### src/rtl/pipe_chain_if.sv
// pipe_chain_if: stage-boundary bus for the pipeline register chain
interface pipe_chain_if #(
    parameter int WIDTH    = 259,
    parameter int DEPTH    = 1,
    parameter int STALL_WD = 7,
    parameter int EXC_WD   = 3,
    parameter int CNT_WD   = 16
);
    logic                         flush;
    logic [STALL_WD-1:0]          stall;
    logic [WIDTH-1:0]             in_bus;
    logic                         in_valid;
    logic [EXC_WD-1:0]            exc_in;
    logic [WIDTH-1:0]             out_bus;
    logic                         out_valid;
    logic [$clog2(DEPTH+1)-1:0]   occupancy;
    logic [CNT_WD-1:0]            bubble_cnt;
    modport master (
        output flush, stall, in_bus, in_valid, exc_in,
        input  out_bus, out_valid, occupancy, bubble_cnt
    );
    modport slave (
        input  flush, stall, in_bus, in_valid, exc_in,
        output out_bus, out_valid, occupancy, bubble_cnt
    );
endinterface

### src/rtl/pipe_chain.sv
// pipe_chain: DEPTH-stage register chain with flush/stall/bubble, exception merge and bubble counting
module pipe_chain #(
    parameter int WIDTH    = 259,
    parameter int DEPTH    = 1,
    parameter int BASE     = 5,
    parameter int STALL_WD = 7,
    parameter int EXC_LO   = 150,
    parameter int EXC_WD   = 3,
    parameter int CNT_WD   = 16
) (
    input logic        clk,
    input logic        rst,
    pipe_chain_if.slave p
);
    localparam int OW = $clog2(DEPTH + 1);

    logic [WIDTH-1:0] d [DEPTH];
    logic [DEPTH-1:0] v;
    logic [WIDTH-1:0] merged;
    logic [OW-1:0]    occ;
    logic [CNT_WD-1:0] cnt;
    logic             bub;
    logic             unused_stall;

    assign unused_stall = ^p.stall;

    // late exception flags overwrite their field of the incoming payload
    always_comb begin
        merged = p.in_bus;
        merged[EXC_LO +: EXC_WD] = p.exc_in;
    end

    for (genvar k = 0; k < DEPTH; k++) begin : g_stage
        logic             s_k, s_n, src_v;
        logic [WIDTH-1:0] src_d;
        assign s_k = p.stall[BASE+k];
        assign s_n = p.stall[BASE+k+1];
        if (k == 0) begin : g_head
            assign src_d = merged;
            assign src_v = p.in_valid;
        end else begin : g_tail
            assign src_d = d[k-1];
            assign src_v = v[k-1];
        end
        // clear on reset/flush/bubble, load when not stalled, otherwise hold
        always_ff @(posedge clk) begin
            if (rst || p.flush || (s_k && !s_n)) begin
                d[k] <= '0;
                v[k] <= 1'b0;
            end else if (!s_k) begin
                d[k] <= src_d;
                v[k] <= src_v;
            end
        end
    end

    assign bub = p.stall[BASE] && !p.stall[BASE+1] && v[0] && !p.flush;

    // saturating count of bubbles that discarded a valid stage-0 entry
    always_ff @(posedge clk) begin
        if (rst)
            cnt <= '0;
        else if (bub && cnt != '1)
            cnt <= cnt + CNT_WD'(1);
    end

    // popcount of stage valid bits
    always_comb begin
        occ = '0;
        for (int i = 0; i < DEPTH; i++)
            occ = occ + OW'(v[i]);
    end

    assign p.out_bus    = d[DEPTH-1];
    assign p.out_valid  = v[DEPTH-1];
    assign p.occupancy  = occ;
    assign p.bubble_cnt = cnt;
endmodule

### src/flat_wrapper.sv
// flat-port wrapper written by rule: the top's interface ports become plain ports
module pipe_chain_flat 
#(
    parameter int WIDTH    = 259,
    parameter int DEPTH    = 1,
    parameter int BASE     = 5,
    parameter int STALL_WD = 7,
    parameter int EXC_LO   = 150,
    parameter int EXC_WD   = 3,
    parameter int CNT_WD   = 16
)
  (clk, rst, p_flush, p_stall, p_in_bus, p_in_valid, p_exc_in, p_out_bus, p_out_valid, p_occupancy, p_bubble_cnt);
  pipe_chain_if #(.WIDTH(WIDTH), .DEPTH(DEPTH), .STALL_WD(STALL_WD), .EXC_WD(EXC_WD), .CNT_WD(CNT_WD)) p_i ();
  input logic clk;
  input logic rst;
  input wire logic [$bits(p_i.flush)-1:0] p_flush;
  input wire logic [$bits(p_i.stall)-1:0] p_stall;
  input wire logic [$bits(p_i.in_bus)-1:0] p_in_bus;
  input wire logic [$bits(p_i.in_valid)-1:0] p_in_valid;
  input wire logic [$bits(p_i.exc_in)-1:0] p_exc_in;
  output wire logic [$bits(p_i.out_bus)-1:0] p_out_bus;
  output wire logic [$bits(p_i.out_valid)-1:0] p_out_valid;
  output wire logic [$bits(p_i.occupancy)-1:0] p_occupancy;
  output wire logic [$bits(p_i.bubble_cnt)-1:0] p_bubble_cnt;
  assign p_i.flush = p_flush;
  assign p_i.stall = p_stall;
  assign p_i.in_bus = p_in_bus;
  assign p_i.in_valid = p_in_valid;
  assign p_i.exc_in = p_exc_in;
  assign p_out_bus = p_i.out_bus;
  assign p_out_valid = p_i.out_valid;
  assign p_occupancy = p_i.occupancy;
  assign p_bubble_cnt = p_i.bubble_cnt;
  pipe_chain #(.WIDTH(WIDTH), .DEPTH(DEPTH), .BASE(BASE), .STALL_WD(STALL_WD), .EXC_LO(EXC_LO), .EXC_WD(EXC_WD), .CNT_WD(CNT_WD)) u_core (.clk(clk), .rst(rst), .p(p_i));
endmodule
### config.mk
export PLATFORM = sky130hd
export DESIGN_NAME = pipe_chain_flat
export DESIGN_NICKNAME = d
export VERILOG_FILES = /design/src/rtl/pipe_chain_if.sv /design/src/rtl/pipe_chain.sv /design/src/flat_wrapper.sv
export SDC_FILE = /design/constraint.sdc
export NUM_CORES = 1
export LEC_CHECK = 0
export ABC_AREA = 0
export BUFFER_PORTS_ARGS = -buffer_cell sky130_fd_sc_hd__buf_2
export CAP_MARGIN = 30
export CORE_AREA = 2 2 211 213
export CTS_CLUSTER_SIZE = 28
export DETAILED_ROUTE_END_ITERATION = 6
export DIE_AREA = 0 0 213 215
export GPL_TIMING_DRIVEN = 0
export SLEW_MARGIN = 0
export SYNTH_ARGS = -nofsm -noshare
export SYNTH_HDL_FRONTEND = slang
export SYNTH_SLANG_ARGS = --single-unit
### constraint.sdc
create_clock -name clk -period 24.4 [get_ports clk]
set_input_delay 4.88 -clock clk [delete_from_list [all_inputs] [get_ports clk]]
set_output_delay 4.88 -clock clk [all_outputs]
set_load 0.01 [all_outputs]
==> run metrics, run 1 <==
Sw Pwr=roughly 0.23 mW; Non-Filler Instances=approximately 1.8k; Cells after DPL=between 1.5k and 2k; Die Height=between 200 and 250 um; Final Max Slew Viols=0; Die Wd=~210 um; slew margin rel.=0.4887; Mapped Area=~0.010 mm^2; wire per inst=16.99 um; Post-Route WL=31,240 um; Cells after Synth=~650; clock transition at the registers of the reported paths=60 ps; Worst setup EP type=flop; minimum clock period=between 6000 and 7000 ps; clock network fraction of total power=0.432; DP HPWL=roughly 24,000 um; antenna viol nets, final=0; most common cell in the netlist=and2_1; most frequent cells after synthesis=and2_1 (260), edfxtp_1 (259), clkbuf_1 (28); CTS Buf Count=31; status=finished clean; crit path kind=input pin to flop; vias per cell=4.014; fraction of layout cells with a size suffix above 1=0.4812; 1st-iter DRT viols=approximately 370; synth unique cells=36; final hold vios=0; vias in the first global route=around 7.5k; Pint=around 0.86 mW; GRT Overall Usage=0.1293; # IOs=550; Reg power frac=0.497; Placement Setup Slack=17,340 ps; first-pass GRT wire length=roughly 45,000 um; clk_lat worst skew=around 560 ps; Starting Density=0.2385; Hold WS=slightly above 500 ps; CP max FO=55; Synth Warn #=0; Max-Cap Viols=0; worst-case clock buffer depth=3; RSZ-0062 raised after global routing=false; Yosys reg bits=276; Leak=just over 7 nW; largest net degree at the start of global routing=67; post-synth top area cell=edfxtp_1; Hold WC Path Type=flop to flop; Req. time, crit path=between 20,000 and 25,000 ps; Post-CTS Setup Bufs=0; Mapped Nets=920; Sink Count=roughly 280; input/output buffers=540; skew final=2.970 ps; final period utilization=0.2642; Seq/Total Area, Yosys=0.7800; post_cts resized=0; worst setup margin=17,950 ps; row cnt=77; cts hold-fix bufs=0; Clock H-tree levels=1; FMAX=roughly 0.16 GHz; main flop type after synthesis=edfxtp_1; switch share=0.2142; Area growth syn-to-layout=44.13%; drc violations=0; TNS Setup=0 ps; full die area=about 0.046 mm^2; EDFF count, synth=approximately 260; WP data arrival=a little under 7000 ps; n_diodes=0; CTS tree=yes; initial antenna violation count=6; crit path launch type=input pin; nets=~1.5k; CORE AREA=approximately 0.044 mm^2; # setup viols final=0; GPL Wtd Cong=approximately 0.84; Post-synth ARST share=0; Worst VDD drop=around 0.000036 V; drt first pass iters=4; Worst-Margin Slew=~770 ps; root buffer cell=clkbuf_16; vias post-DR=7,381; Comb pwr share=0.071; Post-Syn Area per Cell=about 16 um^2; total grt overflow=0; Power Dens Cells=between 70 and 80 mW/mm^2; share of the synthesized area in the top cell type=0.7473; top cells by area, synth=edfxtp_1 (75%), and2_1 (16%), dfxtp_1 (3.3%)
==> area by class of cell <==
type	instances	area [um^2]
repair buffers	545	2824
clock buffers	38	802.0
multi-input cells	333	2150
fillers	4366	28640
well taps	592	740.7
plain buffers	32	133.9
flip-flops and latches	276	8118
inverters	5	18.77
clock inverters	18	214.0
==> power by group through the flow <==
stage / Combinational (mW) / Sequential (mW) / Clock, mW
after floorplan: 0.0140 / 0.570 / 0
after global placement: 0.0772 / 0.558 / 0
after detailed placement: 0.0788 / 0.554 / 0
after CTS: 0.0791 / 0.544 / 0.487
after global routing: 0.0846 / 0.546 / 0.505
final: 0.0773 / 0.544 / 0.472
==> critical path, cell delays in order <==
cell and delay [ps]:
clkbuf_1 210, nor2_1 250, nand3_4 590, buf_16 460, buf_16 250
==> path summary, 6_finish.rpt <==
| path | from | to | slack, ps | cells after the start |
|---|---|---|---|---|
| max | rst | u_core.d[0][224] | 17950 | 5 |
| max reg2reg | u_core.p.bubble_cnt[0] | u_core.p.bubble_cnt[1] | 22410 | 6 |
| min reg2reg | u_core.p.out_valid | u_core.p.out_valid | 520 | 2 |
| min | u_core.p.out_valid | u_core.p.out_valid | 520 | 2 |
==> logic make-up (layout without fill, tap and decap cells) <==
group | after synthesis | after routing | share of synthesized area
flops | 276 | 276 | 0.7800
xor+xnor | 1 | 1 | 0.0008417
fa+ha+maj | 1 | 1 | 0.001202
compound gates | 30 | 30 | 0.02056
buf+inv | 37 | 638 | 0.01467
mux | 1 | 1 | 0.0009618
simple gates | 300 | 300 | 0.1818
==> routing by layer <==
metal | vias to the layer above | routed length [um] | global-route usage
li1 | 3455 | - | -
met1 | 3505 | 11890 | 0.1488
met3 | 53 | 2891 | 0.04092
met5 | - | 90 | 0
met4 | 12 | 596 | 0.03427
met2 | 356 | 15780 | 0.2295
==> layout by cell type, fill, tap and decap left out, types with 2 or more instances in the layout <==
| cell | synthesis | layout |
|---|---|---|
| dfxtp_1 | 17 | 17 |
| buf_2 | 2 | 542 |
| o21ai_1 | 3 | 3 |
| clkbuf_1 | 28 | 35 |
| nand4_2 | 2 | 2 |
| a21oi_1 | 9 | 9 |
| clkinv_2 | 0 | 4 |
| buf_16 | 0 | 4 |
| o21ai_0 | 5 | 5 |
| nand4_1 | 5 | 5 |
| and2_1 | 260 | 260 |
| nand3_1 | 4 | 3 |
| or4_1 | 3 | 3 |
| edfxtp_1 | 259 | 259 |
| or3_1 | 7 | 7 |
| inv_1 | 5 | 5 |
| clkbuf_16 | 0 | 31 |
| clkinv_1 | 0 | 7 |
| nand2_1 | 7 | 7 |
| buf_6 | 1 | 2 |
| inv_6 | 0 | 2 |
| o311ai_0 | 3 | 3 |
| nor2_1 | 4 | 4 |
| o41ai_1 | 4 | 4 |
| bufinv_16 | 0 | 5 |
| o31ai_1 | 2 | 2 |
==> stage by stage <==
step	area, um^2	utilization	power, mW
after CTS	15000	0.3437	1.110
after floorplan	10410	-	0.5841
final	15000	0.3437	1.093
after detailed placement	13980	0.3204	0.6325
after global routing	15000	0.3437	1.135
after global placement	13850	0.3174	0.6354
==> sequential cells by signal, indices dropped and copies added (netlist names) <==
| signal | cells |
|---|---|
| u_core.d | 259 |
| u_core.p.bubble_cnt | 16 |
| u_core.p.out_valid | 1 |
(Power assumes the default switching activity.)
==> inputs of run 2 (changes only) <==
--- a/config.mk
+++ b/config.mk
@@ -8,10 +8,10 @@
 export ABC_AREA = 0
 export BUFFER_PORTS_ARGS = -buffer_cell sky130_fd_sc_hd__buf_2
 export CAP_MARGIN = 30
-export CORE_AREA = 2 2 211 213
+export CORE_AREA = 2 2 214 216
 export CTS_CLUSTER_SIZE = 28
 export DETAILED_ROUTE_END_ITERATION = 6
-export DIE_AREA = 0 0 213 215
+export DIE_AREA = 0 0 216 218
 export GPL_TIMING_DRIVEN = 0
 export SLEW_MARGIN = 0
 export SYNTH_ARGS = -nofsm -noshare
==> constraint.sdc (replaced) <==
create_clock -name clk -period 6.3 [get_ports clk]
set_input_delay 1.26 -clock clk [delete_from_list [all_inputs] [get_ports clk]]
set_output_delay 1.26 -clock clk [all_outputs]
set_load 0.01 [all_outputs]
==> run metrics, run 2 (synthesis results as in run 1) <==
Req. time, crit path=between 6000 and 7000 ps; Max-Cap Viols=0; wire per inst=~18 um; Sw Pwr=~0.9 mW; commonest non-fill, non-tap cells in the layout=buf_2 (542), and2_1 (260), edfxtp_1 (259); worst-case clock buffer depth=3; CTS tree=yes; minimum clock period=~2900 ps; first-pass GRT wire length=between 40,000 and 50,000 um; input/output buffers=540; initial antenna violation count=12; switch share=0.2208; Final Max Slew Viols=0; vias in the first global route=about 7.5k; final period utilization=0.4584; DP HPWL=25,490 um; slew margin rel.=0.5021; multi-input logic area=~0.0021 mm^2; Worst setup EP type=flop; vias post-DR=around 7.4k; cts hold-fix bufs=0; GRT Overall Usage=0.1313; final hold vios=0; antenna viol nets, final=0; placed cell area=0.01399 mm^2; status=finished clean; nets=approximately 1.5k; # setup viols final=0; clk_lat worst skew=570 ps; Critical path origin=rst; Power Dens Cells=274.2 mW/mm^2; Leak=7.152 nW; Pint=roughly 3.2 mW; CORE AREA=between 0.04 and 0.05 mm^2; uppermost layer routed=met5; Sink Count=between 200 and 300; largest reg by FF count=u_core.d; Die Wd=between 200 and 250 um; Comb pwr share=0.074; drc violations=0; 1st-iter DRT viols=323; GPL Wtd Cong=approximately 0.83; largest net degree at the start of global routing=64; Worst-Margin Slew=roughly 750 ps; CP max FO=63; Reg power frac=0.515; crit path kind=input pin to flop; Worst VDD drop=0.0001748 V; Post-CTS Setup Bufs=0; WL met2=16,390 um; root buffer cell=clkbuf_16; RSZ-0062 raised after global routing=false; Final Instance Area=roughly 0.015 mm^2; crit path launch type=input pin; FILL cells=4,545; WP data arrival=approximately 3100 ps; drt first pass iters=6; full die area=approximately 0.047 mm^2; worst r2r src=u_core.p.bubble_cnt[0]; Die Height=around 220 um; TNS Setup=0 ps; # IOs=between 500 and 600; FMAX=between 0.3 and 0.4 GHz; clock transition at the registers of the reported paths=about 60 ps; Starting Density=0.2318; max FFs per register=approximately 260; register area=about 0.008 mm^2; Area growth syn-to-layout=43.36%; post_cts resized=0; Hold WC Path Type=flop to flop; vias per cell=4.021; met3 wire len=around 3300 um; total grt overflow=0; met1 wire length=11,910 um; hold path start=u_core.p.out_valid; CTS Buf Count=31; skew final=around 7 ps; Post-Route WL=approximately 33,000 um; row cnt=78; clock network fraction of total power=0.412; commonest non-fill, non-tap cell in the layout=buf_2; fraction of layout cells with a size suffix above 1=0.4791; Clock H-tree levels=1
-- run 2: cell count changes in the layout (fill, tap and decap cells not counted), sizes merged --
cell	change
clkbuf	+5
clkinv	-2
diode	+2
bufinv	-4
inv	-1
clkinvlp	+1
-- run 2: path summary, 6_finish.rpt --
check | end | slack [ps] | cells past startpoint
setup reg to reg | u_core.p.bubble_cnt[1] | 4330 | 6
setup / recovery | u_core.d[0][169] | 3410 | 5
hold reg to reg | u_core.p.out_valid | 510 | 2
hold / removal | u_core.p.out_valid | 510 | 2
-- run 2: final cells by class --
class / instances / area share
Tap cell: 600 / 0.05031
Clock inverter: 12 / 0.005870
Sequential cell: 276 / 0.5441
Clock buffer: 43 / 0.05635
Multi-Input combinational cell: 333 / 0.1441
Buffer: 32 / 0.008973
Timing Repair Buffer: 545 / 0.1888
Antenna cell: 2 / 0.0003354
Inverter: 5 / 0.001258
-- run 2: worst max-delay path, cell delays in order --
cell	delay [ps]
clkbuf_1	340
nor2_1	150
nand3_4	580
buf_16	360
buf_16	310
-- run 2: metrics by stage --
step / power [mW] / setup WS (ps) / utilization / hold WS (ps) / cells
5_1_grt: 4.254 / 3284 / 0.3323 / 573.7 / 1847
2_1_floorplan: 2.253 / 1756 / - / 512.3 / 646
6_report: 4.091 / 3412 / 0.3324 / 512.4 / 1848
3_5_place_dp: 2.452 / 2773 / 0.3116 / 504.2 / 1791
3_3_place_gp: 2.447 / 461.1 / 0.3090 / 495.5 / 1786
4_1_cts: 4.156 / 3383 / 0.3322 / 515.4 / 1846
-- run 2: power by group through the flow --
stage | sequential (mW) | clock [mW] | combinational (mW)
6_report | 2.11 | 1.68 | 0.301
5_1_grt | 2.11 | 1.81 | 0.326
4_1_cts | 2.11 | 1.74 | 0.307
3_5_place_dp | 2.15 | 0 | 0.306
3_3_place_gp | 2.15 | 0 | 0.300
2_1_floorplan | 2.20 | 0 | 0.0547
-- run 2: layer usage --
| metal | GRT usage | vias up |
|---|---|---|
| met5 | 0 | - |
| met4 | 0.04041 | 16 |
| met3 | 0.05356 | 73 |
| met2 | 0.2308 | 349 |
| met1 | 0.1450 | 3533 |
| li1 | - | 3460 |
==> inputs of run 3 (changes only) <==
==> constraint.sdc (replaced) <==
create_clock -name clk -period 2.75 [get_ports clk]
set_input_delay 0.55 -clock clk [delete_from_list [all_inputs] [get_ports clk]]
set_output_delay 0.55 -clock clk [all_outputs]
set_load 0.01 [all_outputs]
==> run metrics, run 3 (synthesis results as in run 1) <==
status=finished clean; # IOs=between 500 and 600; Sink Count=between 200 and 300; input/output buffers=540; skew final=2.511 ps; wire per inst=between 15 and 20 um; row cnt=78; worst-case clock buffer depth=3; Worst setup EP type=flop; Power Dens Cells=around 620 mW/mm^2; FMAX=between 0.4 and 0.5 GHz; Max-Cap Viols=0; Req. time, crit path=roughly 3200 ps; Post-Route WL=~31,000 um; full die area=about 0.047 mm^2; crit path launch type=flop; Clock H-tree levels=1; CP max FO=10; Worst VDD drop=0.0004061 V; max FFs per register=around 260; vias per cell=about 4.0; 1st-iter DRT viols=303; # setup viols final=0; Starting Density=0.2318; Leak=a little over 7 nW; first-pass GRT wire length=approximately 45,000 um; nets=around 1.5k; commonest non-fill, non-tap cell in the layout=buf_2; total grt overflow=0; Post-CTS Setup Bufs=0; slew margin rel.=0.4829; antenna viol nets, final=0; TNS Setup=0 ps; minimum clock period=~2000 ps; final total power=just over 9 mW; largest reg by FF count=u_core.d; Die Height=about 220 um; clk_lat worst skew=around 560 ps; WP data arrival=2440 ps; vias post-DR=between 7k and 8k; Hold WC Path Type=input pin to flop; clock transition at the registers of the reported paths=about 60 ps; GRT Overall Usage=0.1262; CTS Buf Count=31; Final Max Slew Viols=0; initial antenna violation count=7; final period utilization=0.7322; fraction of layout cells with a size suffix above 1=0.4799; largest net degree at the start of global routing=just over 60; CORE AREA=~0.045 mm^2; Area growth syn-to-layout=43.44%; cts hold-fix bufs=0; drc violations=0; RSZ-0062 raised after global routing=false; vias in the first global route=7,383; final hold vios=0; post_cts resized=0; Die Wd=around 220 um; Hold WS=roughly 180 ps; DP HPWL=about 24,000 um; CTS tree=yes; crit path kind=flop to flop; drt first pass iters=4; GPL Wtd Cong=between 0.8 and 0.9; root buffer cell=clkbuf_16; commonest non-fill, non-tap cells in the layout=buf_2 (542), and2_1 (260), edfxtp_1 (259); Worst-Margin Slew=775.6 ps
-- run 3: layout make-up --
cell class | count | area (um^2)
antenna | 3 | 7.507
buffer | 32 | 155.1
sequential | 276 | 8118
multi-input combinational | 333 | 2157
clock inverter | 14 | 95.09
timing repair buffer | 545 | 2813
clock buffer | 41 | 813.3
tap | 600 | 750.7
fill | 4569 | 29970
inverter | 5 | 18.77
-- run 3: report_power, final --
group          leakage, nW  switching, mW  internal [mW]  total [mW]
sequential            3.20         0.0467           4.78        4.82
clock                0.436           1.64           2.15        3.79
combinational         3.51          0.363          0.325       0.688
total                 7.15           2.05           7.25        9.30
-- run 3: per-layer routing --
layer  vias to the layer above  global-route usage  wire length (um)
li1                       3464                   -                 -
met1                      3422              0.1431             11770
met2                       368              0.2239             15710
met3                        57             0.04616              3083
met4                         2             0.03333               814
met5                         -                   0                 7
-- run 3: critical path: stages, from the launching register on --
cell     delay, ps
dfxtp_1        390
ha_1           290
nand4_2        230
o41ai_4        520
buf_6          200
mux2i_1        190
nor2_1          60
-- run 3: path summary, 6_finish.rpt --
| path | slack (ps) | endpoint | from | cells after the start |
|---|---|---|---|---|
| hold / removal | 180 | u_core.p.out_valid | p_in_valid | 3 |
| hold reg to reg | 510 | u_core.p.out_valid | u_core.p.out_valid | 2 |
| setup reg to reg | 740 | u_core.p.bubble_cnt[1] | u_core.p.bubble_cnt[0] | 6 |
| setup / recovery | 740 | u_core.p.bubble_cnt[1] | u_core.p.bubble_cnt[0] | 6 |
-- run 3: through the flow --
step | utilization | worst slack [ps] | instances | cell area, um^2
after floorplan | - | -933.7 | 646 | 10450
after global placement | 0.3097 | -2140 | 1786 | 13900
after detailed placement | 0.3121 | 165.2 | 1791 | 14010
after CTS | 0.3324 | 742.2 | 1846 | 14920
after global routing | 0.3324 | 586.9 | 1847 | 14920
final | 0.3325 | 736.6 | 1849 | 14930
